## src/rtl/hex_digit_entry_encoder_if.sv

```systemverilog
// Keypad-to-operand bus: debounced key/control levels in, entered operand and status out.
// Level inputs carry no handshake; the encoder never backpressures the keypad.
interface hex_digit_entry_encoder_if #(
    parameter int WIDTH = 32
);
    logic [3:0]       key_code;
    logic             key_strobe;
    logic             backspace;
    logic             clear;
    logic             commit;
    logic [WIDTH-1:0] binary_number;
    logic [3:0]       digit_count;
    logic             entry_active;
    logic             number_valid;
    logic             overflow;

    modport master (
        output key_code, key_strobe, backspace, clear, commit,
        input  binary_number, digit_count, entry_active, number_valid, overflow
    );

    modport slave (
        input  key_code, key_strobe, backspace, clear, commit,
        output binary_number, digit_count, entry_active, number_valid, overflow
    );
endinterface

```

## src/rtl/hex_digit_entry_encoder.sv

```systemverilog
// Builds a hex operand from MSD-first keypresses with backspace/clear/commit; 1-cycle latency
// from the sampling edge, no backpressure (coincident lower-priority events are dropped).
module hex_digit_entry_encoder #(
    parameter int MAX_DIGITS = 8,
    parameter int WIDTH      = 4 * MAX_DIGITS
) (
    input  logic                         clk,
    input  logic                         reset_n,
    hex_digit_entry_encoder_if.slave     bus
);

    typedef enum logic [1:0] {
        EMPTY     = 2'd0,
        ENTRY     = 2'd1,
        FULL      = 2'd2,
        COMMITTED = 2'd3
    } state_t;

    localparam logic [3:0] MAX_CNT     = 4'(MAX_DIGITS);
    localparam state_t     FIRST_STATE = (MAX_DIGITS == 1) ? FULL : ENTRY;

    state_t           state;
    logic [WIDTH-1:0] value;
    logic [3:0]       count;
    logic             ovf;
    logic             valid;

    // armed stays low for the first clocked cycle after reset so that levels
    // already high at reset release only load history and never fire an event
    logic             armed;
    logic             hist_key;
    logic             hist_bs;
    logic             hist_clr;
    logic             hist_cmt;

    logic             ev_key;
    logic             ev_bs;
    logic             ev_clr;
    logic             ev_cmt;
    logic [WIDTH+3:0] shifted;
    logic [WIDTH-1:0] shr;
    logic [3:0]       count_inc;

    assign ev_key    = armed & bus.key_strobe & ~hist_key;
    assign ev_bs     = armed & bus.backspace  & ~hist_bs;
    assign ev_clr    = armed & bus.clear      & ~hist_clr;
    assign ev_cmt    = armed & bus.commit     & ~hist_cmt;

    assign shifted   = {value, bus.key_code};
    assign shr       = value >> 4;
    assign count_inc = count + 4'd1;

    always_ff @(posedge clk or negedge reset_n) begin
        if (!reset_n) begin
            state    <= EMPTY;
            value    <= '0;
            count    <= '0;
            ovf      <= 1'b0;
            valid    <= 1'b0;
            armed    <= 1'b0;
            hist_key <= 1'b0;
            hist_bs  <= 1'b0;
            hist_clr <= 1'b0;
            hist_cmt <= 1'b0;
        end else begin
            armed    <= 1'b1;
            hist_key <= bus.key_strobe;
            hist_bs  <= bus.backspace;
            hist_clr <= bus.clear;
            hist_cmt <= bus.commit;
            valid    <= 1'b0;

            if (ev_clr) begin
                value <= '0;
                count <= '0;
                ovf   <= 1'b0;
                state <= EMPTY;
            end else if (ev_cmt) begin
                if (state != COMMITTED) begin
                    state <= COMMITTED;
                    valid <= 1'b1;
                end
            end else if (ev_bs) begin
                if (state == ENTRY || state == FULL) begin
                    value <= shr;
                    ovf   <= 1'b0;
                    if (shr == '0) begin
                        count <= '0;
                        state <= EMPTY;
                    end else begin
                        count <= count - 4'd1;
                        state <= ENTRY;
                    end
                end
            end else if (ev_key) begin
                case (state)
                    EMPTY, COMMITTED: begin
                        // a keypress after commit starts a fresh operand
                        if (state == COMMITTED) begin
                            ovf <= 1'b0;
                        end
                        if (bus.key_code != 4'd0) begin
                            value <= WIDTH'(bus.key_code);
                            count <= 4'd1;
                            state <= FIRST_STATE;
                        end else begin
                            value <= '0;
                            count <= '0;
                            state <= EMPTY;
                        end
                    end
                    ENTRY: begin
                        value <= shifted[WIDTH-1:0];
                        count <= count_inc;
                        state <= (count_inc == MAX_CNT) ? FULL : ENTRY;
                    end
                    FULL: begin
                        ovf <= 1'b1;
                    end
                    default: begin
                        state <= EMPTY;
                    end
                endcase
            end
        end
    end

    assign bus.binary_number = value;
    assign bus.digit_count   = count;
    assign bus.entry_active  = (state == ENTRY) || (state == FULL);
    assign bus.number_valid  = valid;
    assign bus.overflow      = ovf;

endmodule

```

## src/flat_wrapper.sv

```systemverilog
// flat-port wrapper written by rule: the top's interface ports become plain ports
module hex_digit_entry_encoder_flat 
#(
    parameter int MAX_DIGITS = 8,
    parameter int WIDTH      = 4 * MAX_DIGITS
)
  (clk, reset_n, bus_key_code, bus_key_strobe, bus_backspace, bus_clear, bus_commit, bus_binary_number, bus_digit_count, bus_entry_active, bus_number_valid, bus_overflow);
  hex_digit_entry_encoder_if #(.WIDTH(WIDTH)) bus_i ();
  input  logic clk;
  input  logic reset_n;
  input wire logic [$bits(bus_i.key_code)-1:0] bus_key_code;
  input wire logic [$bits(bus_i.key_strobe)-1:0] bus_key_strobe;
  input wire logic [$bits(bus_i.backspace)-1:0] bus_backspace;
  input wire logic [$bits(bus_i.clear)-1:0] bus_clear;
  input wire logic [$bits(bus_i.commit)-1:0] bus_commit;
  output wire logic [$bits(bus_i.binary_number)-1:0] bus_binary_number;
  output wire logic [$bits(bus_i.digit_count)-1:0] bus_digit_count;
  output wire logic [$bits(bus_i.entry_active)-1:0] bus_entry_active;
  output wire logic [$bits(bus_i.number_valid)-1:0] bus_number_valid;
  output wire logic [$bits(bus_i.overflow)-1:0] bus_overflow;
  assign bus_i.key_code = bus_key_code;
  assign bus_i.key_strobe = bus_key_strobe;
  assign bus_i.backspace = bus_backspace;
  assign bus_i.clear = bus_clear;
  assign bus_i.commit = bus_commit;
  assign bus_binary_number = bus_i.binary_number;
  assign bus_digit_count = bus_i.digit_count;
  assign bus_entry_active = bus_i.entry_active;
  assign bus_number_valid = bus_i.number_valid;
  assign bus_overflow = bus_i.overflow;
  hex_digit_entry_encoder #(.MAX_DIGITS(MAX_DIGITS), .WIDTH(WIDTH)) u_core (.clk(clk), .reset_n(reset_n), .bus(bus_i));
endmodule
```

## config.mk

```make
export PLATFORM = sky130hd
export DESIGN_NAME = hex_digit_entry_encoder_flat
export DESIGN_NICKNAME = d
export VERILOG_FILES = /design/src/rtl/hex_digit_entry_encoder_if.sv /design/src/rtl/hex_digit_entry_encoder.sv /design/src/flat_wrapper.sv
export SDC_FILE = /design/constraint.sdc
export NUM_CORES = 1
export LEC_CHECK = 0
export CELL_PAD_IN_SITES_DETAIL_PLACEMENT = 2
export CELL_PAD_IN_SITES_GLOBAL_PLACEMENT = 2
export CORE_AREA = 4 4 88 90
export CTS_BUF_LIST = sky130_fd_sc_hd__clkbuf_4
export DETAILED_ROUTE_END_ITERATION = 10
export DIE_AREA = 0 0 92 94
export PLACE_DENSITY = 0.83
export REMOVE_ABC_BUFFERS = 1
export SYNTH_ARGS = -nofsm -noshare
export SYNTH_HDL_FRONTEND = slang
export SYNTH_SLANG_ARGS = --single-unit
```

## constraint.sdc

```tcl
create_clock -name clk -period 3.8 [get_ports clk]
set_clock_uncertainty 0.15 [all_clocks]
set_input_delay 0.57 -clock clk [delete_from_list [all_inputs] [get_ports clk]]
set_output_delay 0.57 -clock clk [all_outputs]
set_load 0.05 [all_outputs]
```

==> metrics <==
outcome=finished, final reports clean; Worst Path Max Fanout=4; Worst setup SP type=register; num ports=49; CTS tree=built; maximum VDD drop=0.000409 V; synth unique cells=45; Iteration-0 DRC Markers=48; # fillers=roughly 780; max incr delay on CP=850 ps; clk_lat worst skew=360 ps; syn_area_per_cell=9.98 µm²; final period demand of the worst path=2870 ps; share of cells above drive strength 1=10.4%; Synth async-reset ratio=100%; Non-Filler Instances=387; vias in the first global route=between 2000 and 2500; number of post-CTS setup repair buffers=0; Seq/Total Area, Yosys=47.0%; Tcrit/Tclk final=75.6%; Cell Count Post-Placement=379; Worst Setup End Kind=output pin; grt total ovfl=0; vias per std cell=5.43; pwr/cell area=835 nW/µm²; Final setup viols=0; CP max-delay cell=clkdlybuf4s50_1; yosys warns=0; Hold-fix buffers, CTS=0; PortBufs=48; # DRC=0; Inserted Clock Buffers=5; Synth Register Bits=45; post-synthesis cell count=240; achievable frequency=around 350 MHz; # rows=31; total wire length=~7500 µm; CTS Buffer Depth=2; Fin Setup TNS=0 ps; total die area=8650 µm²; Die Span X=92 µm; Final ANT Viol Nets=0; Lkg Pwr=1.30 nW; CP Class=register to output pin; Starting Density=33.9%; fin nets=304; largest net degree at the start of global routing=46; Pre-Repair DR Iteration Count=4; initial antenna violation count=0; max_slew headroom=30.0%; Synth Flop Type=dfrtp_1; endpoints failing hold=0; post-CTS sizing=0; wire per inst=19.3 µm; Slew Viols, Final=0; Die H=94 µm; CP Data Arrival Time=~2200 ps; clk slew on worst S/H paths=130 ps; DR vias=2100; RePlAce Congestion=just over 0.7; slew of the pin with the lowest slew margin=1050 ps; H-tree depth=2; synthesized area=2390 µm²; P&R area growth vs syn=25.7%; Critical Path RT=~3000 ps; Antenna Cells=0; RSZ-0062 raised after global routing=false; core area=7060 µm²; crit path cell chain=inv_1 -> ha_1 -> clkdlybuf4s50_1; CTS sink cnt=45; number of synthesized flops with an enable pin=0; max_cap viols=0; dpl hpwl=5360 µm; clock root cell=clkbuf_4; All-Layer GR Usage=18.4%; global-route wire length before repair=12500 µm; HP Class=input port to asynchronous set/reset pin
[layer usage]
| metal | up-vias | GRT usage, % | share of wire (%) |
|---|---|---|---|
| met5 | - | 0 | 0 |
| met4 | 0 | 2.97 | 0.48 |
| met3 | 2 | 3.53 | 3.1 |
| met2 | 49 | 32.0 | 50 |
| met1 | 1097 | 24.2 | 47 |
| li1 | 952 | - | - |
[synthesized netlist by cell type, types with 2 or more instances]
| cell type | n | area (µm²) |
|---|---|---|
| nor2b_1 | 2 | 12.5 |
| nand2_1 | 32 | 120 |
| buf_6 | 3 | 33.8 |
| nor4_1 | 7 | 43.8 |
| a22o_1 | 4 | 35.0 |
| ha_1 | 7 | 87.6 |
| a21oi_1 | 4 | 20.0 |
| nor2_1 | 28 | 105 |
| o21ai_0 | 19 | 95.1 |
| a221oi_2 | 6 | 90.1 |
| o221a_2 | 2 | 22.5 |
| clkbuf_1 | 2 | 7.51 |
| a221oi_1 | 6 | 52.6 |
| and2_1 | 2 | 12.5 |
| or2_2 | 3 | 18.8 |
| nand3_1 | 8 | 40.0 |
| mux2i_1 | 18 | 180 |
| buf_2 | 7 | 35.0 |
| nand3b_1 | 2 | 15.0 |
| nand4_1 | 2 | 12.5 |
| nor3_1 | 3 | 15.0 |
| dfrtp_1 | 45 | 1130 |
| o21a_1 | 2 | 15.0 |
| xnor2_1 | 2 | 17.5 |
| inv_1 | 4 | 15.0 |
[logic make-up (layout without fill, tap and decap cells)]
family                     Yosys count  after routing  synth area share (%)
and+or+nand+nor                     97             97                  19.4
other                                1              1                 0.157
adders and majority gates            7              7                  3.66
DFF                                 45             45                  47.0
AOI/OAI and AO/OA                   51             51                  17.0
xor gates and xnor gates             3              3                  1.10
muxes                               18             18                  7.52
buffers and inverters               18             66                  4.18
[through the flow]
| stage | total power, mW | area, µm² | utilization, % | setup slack [ps] | hold WS, ps |
|---|---|---|---|---|---|
| after global placement | 2.26 | 2950 | 41.8 | 1030 | 368 |
| after detailed placement | 2.30 | 2950 | 41.8 | 914 | 380 |
| after global routing | 2.67 | 3010 | 42.6 | 845 | 284 |
| final | 2.51 | 3010 | 42.6 | 927 | 231 |
| after CTS | 2.54 | 3010 | 42.6 | 919 | 248 |
| after floorplan | 1.74 | 2310 | - | 1260 | 124 |
[cell type report]
class | instances | area (µm²) | area share, %
Clock inverter | 2 | 10.0 | 0.333
Multi-Input combinational cell | 177 | 1170 | 38.8
Inverter | 4 | 15.0 | 0.499
Clock buffer | 6 | 45.0 | 1.50
Sequential cell | 45 | 1130 | 37.4
Timing Repair Buffer | 54 | 520 | 17.3
Tap cell | 99 | 124 | 4.12
[final timing paths]
path	from	end	slack, ps	cells past startpoint
worst min-delay path	reset_n	u_core.bus.number_valid$_DFF_PN0_	230	1
worst max-delay path	u_core.state[0]$_DFFE_PN0P_	bus_entry_active	930	3
min in group clk	u_core.bus.binary_number[28]$_DFFE_PN0P_	u_core.bus.binary_number[28]$_DFFE_PN0P_	400	2
max in group asynchronous	reset_n	u_core.bus.binary_number[25]$_DFFE_PN0P_	2630	1
worst max register to register	u_core.state[0]$_DFFE_PN0P_	u_core.bus.binary_number[16]$_DFFE_PN0P_	1450	7
worst min register to register	u_core.bus.binary_number[28]$_DFFE_PN0P_	u_core.bus.binary_number[28]$_DFFE_PN0P_	400	2
[registers in the layout, summed over array words and instances, names as in the netlist]
register                  cells
u_core.armed                  1
u_core.bus.binary_number     32
u_core.bus.digit_count        4
u_core.bus.number_valid       1
u_core.bus.overflow           1
u_core.hist_bs                1
u_core.hist_clr               1
u_core.hist_cmt               1
u_core.hist_key               1
u_core.state                  2
[power breakdown]
part	internal [mW]	switching (mW)
clock network	0.0780	0.158
registers	0.634	0.259
logic	0.467	0.916
[critical path, delay by kind of cell (launching register included)]
kind	cells	cell delay, ps
flops	1	440
fa+ha+maj	1	420
buf+inv	2	940
[placed cells by master, fill, tap and decap left out, types with 3 or more instances in the layout]
| master | n |
|---|---|
| a21oi_1 | 4 |
| a221oi_1 | 6 |
| a221oi_2 | 6 |
| a22o_1 | 4 |
| buf_4 | 6 |
| clkbuf_4 | 6 |
| clkdlybuf4s50_1 | 47 |
| dfrtp_1 | 45 |
| ha_1 | 7 |
| inv_1 | 4 |
| mux2i_1 | 18 |
| nand2_1 | 32 |
| nand3_1 | 8 |
| nor2_1 | 28 |
| nor3_1 | 3 |
| nor4_1 | 7 |
| o21ai_0 | 19 |
| or2_2 | 3 |
No activity file was read; power rests on OpenSTA's default activity.
